## config.mk

```make
export PLATFORM = sky130hd
export DESIGN_NAME = sfm_addmul_sched
export DESIGN_NICKNAME = d
export VERILOG_FILES = /design/src/rtl/sfm_addmul_sched.sv
export SDC_FILE = /design/constraint.sdc
export NUM_CORES = 1
export LEC_CHECK = 0
export BUFFER_PORTS_ARGS = -buffer_cell sky130_fd_sc_hd__buf_4
export CORE_AREA = 2 2 39 41
export DETAILED_ROUTE_END_ITERATION = 8
export DIE_AREA = 0 0 41 43
export GPL_TIMING_DRIVEN = 0
export PLACE_DENSITY = 0.79
export SLEW_MARGIN = 20
export SYNTH_ARGS = -nofsm -noshare
export SYNTH_HDL_FRONTEND = slang
export SYNTH_SLANG_ARGS = --single-unit
```

## constraint.sdc

```tcl
create_clock -name clk_i -period 5.8 [get_ports clk_i]
set_input_delay 1.16 -clock clk_i [delete_from_list [all_inputs] [get_ports clk_i]]
set_output_delay 1.16 -clock clk_i [all_outputs]
set_load 0.02 [all_outputs]
```

## src/rtl/sfm_addmul_sched.sv

```systemverilog
// sfm_addmul_sched
// Chooses, cycle by cycle, whether the shared FMA datapath serves the ADD or
// the MUL vector stream. Round-robin with a bounded burst, gated by an
// in-flight credit counter that also signals when the pipeline has drained.

package sfm_pkg;
  typedef enum logic {
    OP_ADD = 1'b0,
    OP_MUL = 1'b1
  } operation_t;
endpackage

// State table (cur_op_q)
//   state  | meaning
//   OP_ADD | ADD stream owns the datapath; burst_cnt_q counts its accepts
//   OP_MUL | MUL stream owns the datapath; burst_cnt_q counts its accepts
module sfm_addmul_sched #(
  parameter int MAX_BURST       = 4,
  parameter int MAX_OUTSTANDING = 4,
  localparam int CNT_W          = $clog2(MAX_OUTSTANDING + 1)
) (
  input  logic                clk_i,
  input  logic                rst_i,
  input  logic                clear_i,
  input  logic                enable_i,
  input  logic                add_req_i,
  input  logic                mul_req_i,
  output logic                add_gnt_o,
  output logic                mul_gnt_o,
  input  logic                add_accept_i,
  input  logic                mul_accept_i,
  input  logic                add_retire_i,
  input  logic                mul_retire_i,
  output sfm_pkg::operation_t operation_o,
  output logic [CNT_W-1:0]    outstanding_o,
  output logic                busy_o,
  output logic                err_o
);
  import sfm_pkg::*;

  localparam int BW = $clog2(MAX_BURST + 1);
  localparam logic [BW-1:0]    BURST_MAX = BW'(MAX_BURST);
  localparam logic [CNT_W-1:0] CNT_MAX   = CNT_W'(MAX_OUTSTANDING);

  operation_t        cur_op_q, cur_op_d;
  logic [BW-1:0]     burst_cnt_q, burst_cnt_d;
  logic [CNT_W-1:0]  outstanding_q, outstanding_d;
  logic              err_q, err_d;

  operation_t        oth_op;
  operation_t        sel;
  logic              cur_req;
  logic              oth_req;
  logic              exhausted;
  logic              full;
  logic              empty;
  logic              advance;
  logic              accept_sel;
  logic              any_accept;
  logic              any_retire;

  // Arbitration terms derived from the current owner and both requests
  always_comb begin
    oth_op     = (cur_op_q == OP_ADD) ? OP_MUL : OP_ADD;
    cur_req    = (cur_op_q == OP_ADD) ? add_req_i : mul_req_i;
    oth_req    = (cur_op_q == OP_ADD) ? mul_req_i : add_req_i;
    exhausted  = (burst_cnt_q == BURST_MAX);
    full       = (outstanding_q == CNT_MAX);
    empty      = (outstanding_q == '0);
    // Yield only when the other side is waiting, so a lone requester keeps the datapath
    sel        = (oth_req && (!cur_req || exhausted)) ? oth_op : cur_op_q;
    accept_sel = (sel == OP_ADD) ? add_accept_i : mul_accept_i;
    advance    = enable_i && !full;
    any_accept = add_accept_i | mul_accept_i;
    any_retire = add_retire_i | mul_retire_i;
  end

  // Owner and burst registers; clear shares the reset path and wins over everything
  always_ff @(posedge clk_i) begin
    if (rst_i || clear_i) begin
      cur_op_q    <= OP_ADD;
      burst_cnt_q <= '0;
    end else begin
      cur_op_q    <= cur_op_d;
      burst_cnt_q <= burst_cnt_d;
    end
  end

  // Next owner: hand over on a switch, otherwise count accepts up to saturation
  always_comb begin
    cur_op_d    = cur_op_q;
    burst_cnt_d = burst_cnt_q;
    if (advance) begin
      if (sel != cur_op_q) begin
        cur_op_d    = sel;
        burst_cnt_d = BW'(accept_sel);
      end else if (accept_sel && !exhausted) begin
        burst_cnt_d = burst_cnt_q + BW'(1);
      end
    end
  end

  // Grants and op select follow the arbitration result in the same cycle
  always_comb begin
    operation_o = sel;
    add_gnt_o   = advance && add_req_i && (sel == OP_ADD);
    mul_gnt_o   = advance && mul_req_i && (sel == OP_MUL);
  end

  // Credit counter and sticky protocol error
  always_ff @(posedge clk_i) begin
    if (rst_i || clear_i) begin
      outstanding_q <= '0;
      err_q         <= 1'b0;
    end else begin
      outstanding_q <= outstanding_d;
      err_q         <= err_d;
    end
  end

  // Accept-only and retire-only moves are refused at the rails; both together net out
  always_comb begin
    outstanding_d = outstanding_q;
    if (any_accept && !any_retire) begin
      if (!full) outstanding_d = outstanding_q + CNT_W'(1);
    end else if (any_retire && !any_accept) begin
      if (!empty) outstanding_d = outstanding_q - CNT_W'(1);
    end
    err_d = err_q
          | (any_retire && empty)
          | (any_accept && full)
          | (add_accept_i && mul_accept_i);
  end

  assign outstanding_o = outstanding_q;
  assign busy_o        = !empty;
  assign err_o         = err_q;

endmodule

```

Word-level counts from Yosys, hierarchy flattened
Index checks and enable logic that the tools add are counted.

Logic and storage cells: 55. Output and inout port bits: 8. Input port bits: 10. Flip-flop bits (word level): 8.

Add/subtract/negate cells: 3. Reduce and logical (&&, ||, !) cells: 26. Bitwise logic cells: 6. Mux-type cells: 11. Eq/ne operators: 5.

Operators with widths (count): 3-bit 2-to-1 mux (6); 1-bit logical AND (12); 3-bit by 1-bit adder with 3-bit output, second input constant (2); 3-bit equality test, second input constant (2); 1-bit logical NOT (6); 1-bit 2-to-1 mux (5); 1-bit bitwise OR (5); 2-bit AND reduction (2); 2-bit nonzero test (2); 3-bit logical NOT (1); 3-bit AND reduction (1); 3-bit by 1-bit subtractor with 3-bit output, second input constant (1); 1-bit logical OR (2); 2-bit by 1-bit != test with 1-bit output, second input constant (1); 2-bit != test, second input constant (1); 1-bit != test (1); 1-bit NOT (1).

Depth between registers and ports, before layout
Word-level depth: 9. Mapped depth: 7.

Worst setup path after synthesis
No wires, ideal clock.

Kind: input -> output. From: input add_req_i. To: output mul_gnt_o. Slack: 2.507 ns. Arrival time: 2.133 ns. Data required time: 4.640 ns. Stages on the path: 5. Cell sequence: a21bo_2 > a21oi_4 > or2_1 > inv_1 > and3_1.

Word-level cells in the longest chain between the ends: 6. Elaborated cells between the ends (all ways): 7. Classes of those cells: mux: 3; reduce/logical: 4.

Ends and longest elaborated chain: from (decl) (RTL line 26) `input logic add_req_i,`; 1-bit 2-to-1 mux (RTL line 65) `cur_req = (cur_op_q == OP_ADD) ? add_req_i : mul_req_i;`; 1-bit logical NOT (RTL line 71) `sel = (oth_req && (!cur_req || exhausted)) ? oth_op : cur_op_q;`; 1-bit logical OR (RTL line 71); 1-bit logical AND (*) (RTL line 71); 1-bit 2-to-1 mux (*) (RTL line 71); via operation_o (RTL line 34) `output sfm_pkg::operation_t operation_o,`; 1-bit logical AND (*) (RTL line 107) `mul_gnt_o = advance && mul_req_i && (sel == OP_MUL);`; to (decl) (RTL line 29) `output logic mul_gnt_o,`.

The timed path passes the listed nets; every way through them passes the cells marked *.

Worst setup path in the final report
From: input add_req_i. To: output mul_gnt_o.

Word-level cells in the longest chain between the ends: 6. Elaborated cells between the ends (all ways): 7. Classes of those cells: mux: 3; reduce/logical: 4.

Ends and longest elaborated chain (RTL line): 1-bit 2-to-1 mux (65); 1-bit logical NOT (71); 1-bit logical OR (71); 1-bit logical AND (*) (71); 1-bit 2-to-1 mux (*) (71); 1-bit logical AND (*) (107).

Every way passes the cells marked *; elsewhere a longest branch is shown, timed or not.

==> impl_metrics.env <==
export IMPL_core_region_area_um2=1384
export IMPL_fin_nets=114
export IMPL_wirelength_mm=1.571
export IMPL_gp_congestion=0.7770
export IMPL_endpoint="mul_gnt_o"
export IMPL_drc=0
export IMPL_skew_ns=0.01504
export IMPL_vdd_drop_max_mv=0.1709
export IMPL_drv_slew=0
export IMPL_htree_levels=1
export IMPL_hold_violations=0
export IMPL_die_w_um=41
export IMPL_diodes=0
export IMPL_synth_largest_area_cell="dfxtp_1"
export IMPL_crit_start="add_req_i"
export IMPL_vias_per_cell=5.965
export IMPL_cts_tree="built"
export IMPL_rsz0062_at_grt="false"
export IMPL_ys_async_sr_fraction_pct=0
export IMPL_grt_pass1_wl_mm=2.546
export IMPL_p_leak_nw=0.3647
export IMPL_total_power_mw=0.1503
export IMPL_min_period_ns=3.427
export IMPL_critPathBufInv=3
export IMPL_synth_nets=92
export IMPL_yosys_warnings=0
export IMPL_drtIter0Drc=17
export IMPL_insertion_delay_ns=0.27
export IMPL_worstSetupEndpointType="output port"
export IMPL_cts_root_buf="clkbuf_4"
export IMPL_seq_area_frac_synth_pct=23.10
export IMPL_timing_fmax_mhz=291.8
export IMPL_netlist_instances=79
export IMPL_die_y_um=43
export IMPL_switching_share_pct=32.12
export IMPL_synth_seq_cells=8
export IMPL_crit_path_frequent_cell="buf_4"
export IMPL_finalHoldWorstSlack_ns=0.4921
export IMPL_syn_to_final_growth_pct=24.55
export IMPL_synth_top_area_share_pct=23.10
export IMPL_cp_arrival_ns=2.27
export IMPL_portBuffers=17
export IMPL_start_kind="input port"
export IMPL_synth_edf_count=0
export IMPL_cts_buffers=3
export IMPL_syn_avg_cell_area_um2=8.774
export IMPL_worstPathRequired_ns=4.64
export IMPL_start_util_pct=50.09
export IMPL_detailed_place_hpwl_mm=1.226
export IMPL_finalCritPeriodShare_pct=59.09
export IMPL_vias=686
export IMPL_power_switching_mw=0.04826
export IMPL_seqPwrFrac_pct=39.7
export IMPL_routedWlPerCell_um=13.66
export IMPL_grt_usage_pct=20.89
export IMPL_criticalPathCategory="input port to output port"
export IMPL_p_clk_share_pct=30.6
export IMPL_cts_buffer_depth=2
export IMPL_cp_depth=7
export IMPL_cts_resized_gates=0
export IMPL_fillCellCount=131
export IMPL_post_cts_buffers=0
export IMPL_intPower_mw=0.1020
export IMPL_tightest_slew_ns=0.5056
export IMPL_cp_slowest_cell="a21bo_2"
export IMPL_holdCritPathClass="flip-flop to flip-flop"
export IMPL_synth_distinct_cells=47
export IMPL_grt_start_max_net_pins=10
export IMPL_slew_limit_headroom_pct=65.42
export IMPL_synth_main_ff_cell="dfxtp_1"
export IMPL_drive_gt1_share_pct=36.36
export IMPL_synth_most_common_cell="nor2_1"
export IMPL_ys_top_cells_by_area="dfxtp_1 23%, nor2_1 5.4%, ha_1 3.6%, nand2_1 3.2%, a21bo_2 2.9%"
export IMPL_ant_nets=0
export IMPL_r2r_start="burst_cnt_q[0]"
export IMPL_ff2ff_path_depth=7
export IMPL_reg2reg_to="burst_cnt_q[2]"
export IMPL_setup_viol=0
export IMPL_cts_reportedPaths_clkPinSlew_ns=0.05
export IMPL_drv_cap=0
export IMPL_critPathTopFamily="compound AO/OA/AOI/OAI gates"
export IMPL_cp_max_fo=6
export IMPL_antenna_found_initial=0
export IMPL_fin_tns_setup_ns=0
export IMPL_grt_pass1_vias=592
export IMPL_globalRouteOverflowTotal=0
export IMPL_num_rows=14
export IMPL_max_stage_delay_ns=0.24
export IMPL_firstDrtPassIters=4
export IMPL_die_area_um2=1763
export IMPL_numClockSinks=8
export IMPL_synth_area_um2=693.2
export IMPL_r2r_setup_slack_ns=3.99
export IMPL_powerDensity_nw_per_um2=174.1
export IMPL_crit_path_cell_trace="buf_4 -> a21bo_2 -> a21oi_4 -> or2_1 -> inv_1 -> and3_1 -> buf_4"
export IMPL_p_comb_share_pct=29.7
export IMPL_outcome="finished, final reports clean"
export IMPL_ctsHoldBuffers=0
export IMPL_num_io_pins=18
export IMPL_synthTopCellsByCount="10 x nor2_1, 8 x dfxtp_1, 6 x nand2_1"
cells in the final DEF, fill, tap and decap left out, drive strengths merged, types with 2 or more instances in the layout:
| cell type | n |
|---|---|
| buf | 19 |
| nor2 | 11 |
| dfxtp | 8 |
| nand2 | 6 |
| inv | 4 |
| a21oi | 4 |
| clkbuf | 3 |
| and3 | 3 |
| a21bo | 2 |
| or2 | 2 |
| xor2 | 2 |
| nor3 | 2 |
| nand3b | 2 |
| ha | 2 |
| nor3b | 2 |
| o211ai | 2 |
| o2111ai | 2 |
power by group through the flow:
| stage | sequential (mW) | combinational, mW | clock (mW) |
|---|---|---|---|
| after floorplan | 0.0618 | 0.0267 | 0 |
| after global placement | 0.0606 | 0.0437 | 0 |
| after detailed placement | 0.0608 | 0.0445 | 0 |
| after CTS | 0.0596 | 0.0446 | 0.0465 |
| after global routing | 0.0599 | 0.0488 | 0.0477 |
| final | 0.0596 | 0.0447 | 0.0460 |
area by class of cell:
class / count / area [um2] / area share, %
inverter: 4 / 15.01 / 1.739
multi-input combinational: 65 / 503.0 / 58.26
timing repair buffer: 17 / 127.6 / 14.78
sequential: 8 / 160.2 / 18.55
buffer: 2 / 15.01 / 1.739
clock buffer: 3 / 22.52 / 2.609
tap: 16 / 20.02 / 2.319
how the worst min path moves through the flow:
| stage | startpoint | to | slack, ns | cells after the start |
|---|---|---|---|---|
| floorplan | burst_cnt_q[1] | burst_cnt_q[1] | 0.47 | 2 |
| detailed placement | err_o | err_o | 0.49 | 2 |
| finish | err_o | err_o | 0.49 | 2 |
| CTS | err_o | err_o | 0.50 | 2 |
| global route | err_o | err_o | 0.54 | 2 |
| global placement | err_o | err_o | 0.48 | 2 |
per-stage QoR:
stage          setup WS [ns]  cells  instance area (um2)  util [%]
5_1_grt                2.304    115                863.3     62.39
2_1_floorplan          2.507     79                693.2         -
3_3_place_gp           2.396    112                840.8     60.76
3_5_place_dp           2.379    112                840.8     60.76
6_report               2.373    115                863.3     62.39
4_1_cts                2.374    115                863.3     62.39
per-layer routing:
layer	share of wire [%]	vias to the layer above	global-route usage, %
met5	0	-	0
met4	0.89	0	4.000
met3	5.9	2	7.853
met2	51	21	34.69
met1	42	327	24.51
li1	-	336	-
flip-flops by register name, indices dropped and copies added (netlist names):
name,count
err_o,1
cur_op_q,1
burst_cnt_q,3
outstanding_o,3
cells by family after synthesis:
family | Yosys count | synth area share, %
AOI/OAI and AO/OA | 22 | 29.79
and+or+nand+nor | 36 | 30.87
adders and majority gates | 4 | 7.942
DFF | 8 | 23.10
xor gates and xnor gates | 2 | 2.528
buffers and inverters | 6 | 4.331
muxes | 1 | 1.444
worst reg2reg max path: stages (launching register included):
cell and delay, ns:
dfxtp_1 0.35, inv_1 0.08, ha_1 0.27, a21bo_2 0.26, a21oi_4 0.21, nor3b_2 0.11, o2111a_1 0.27, a211oi_2 0.18
(Power assumes the default switching activity.)
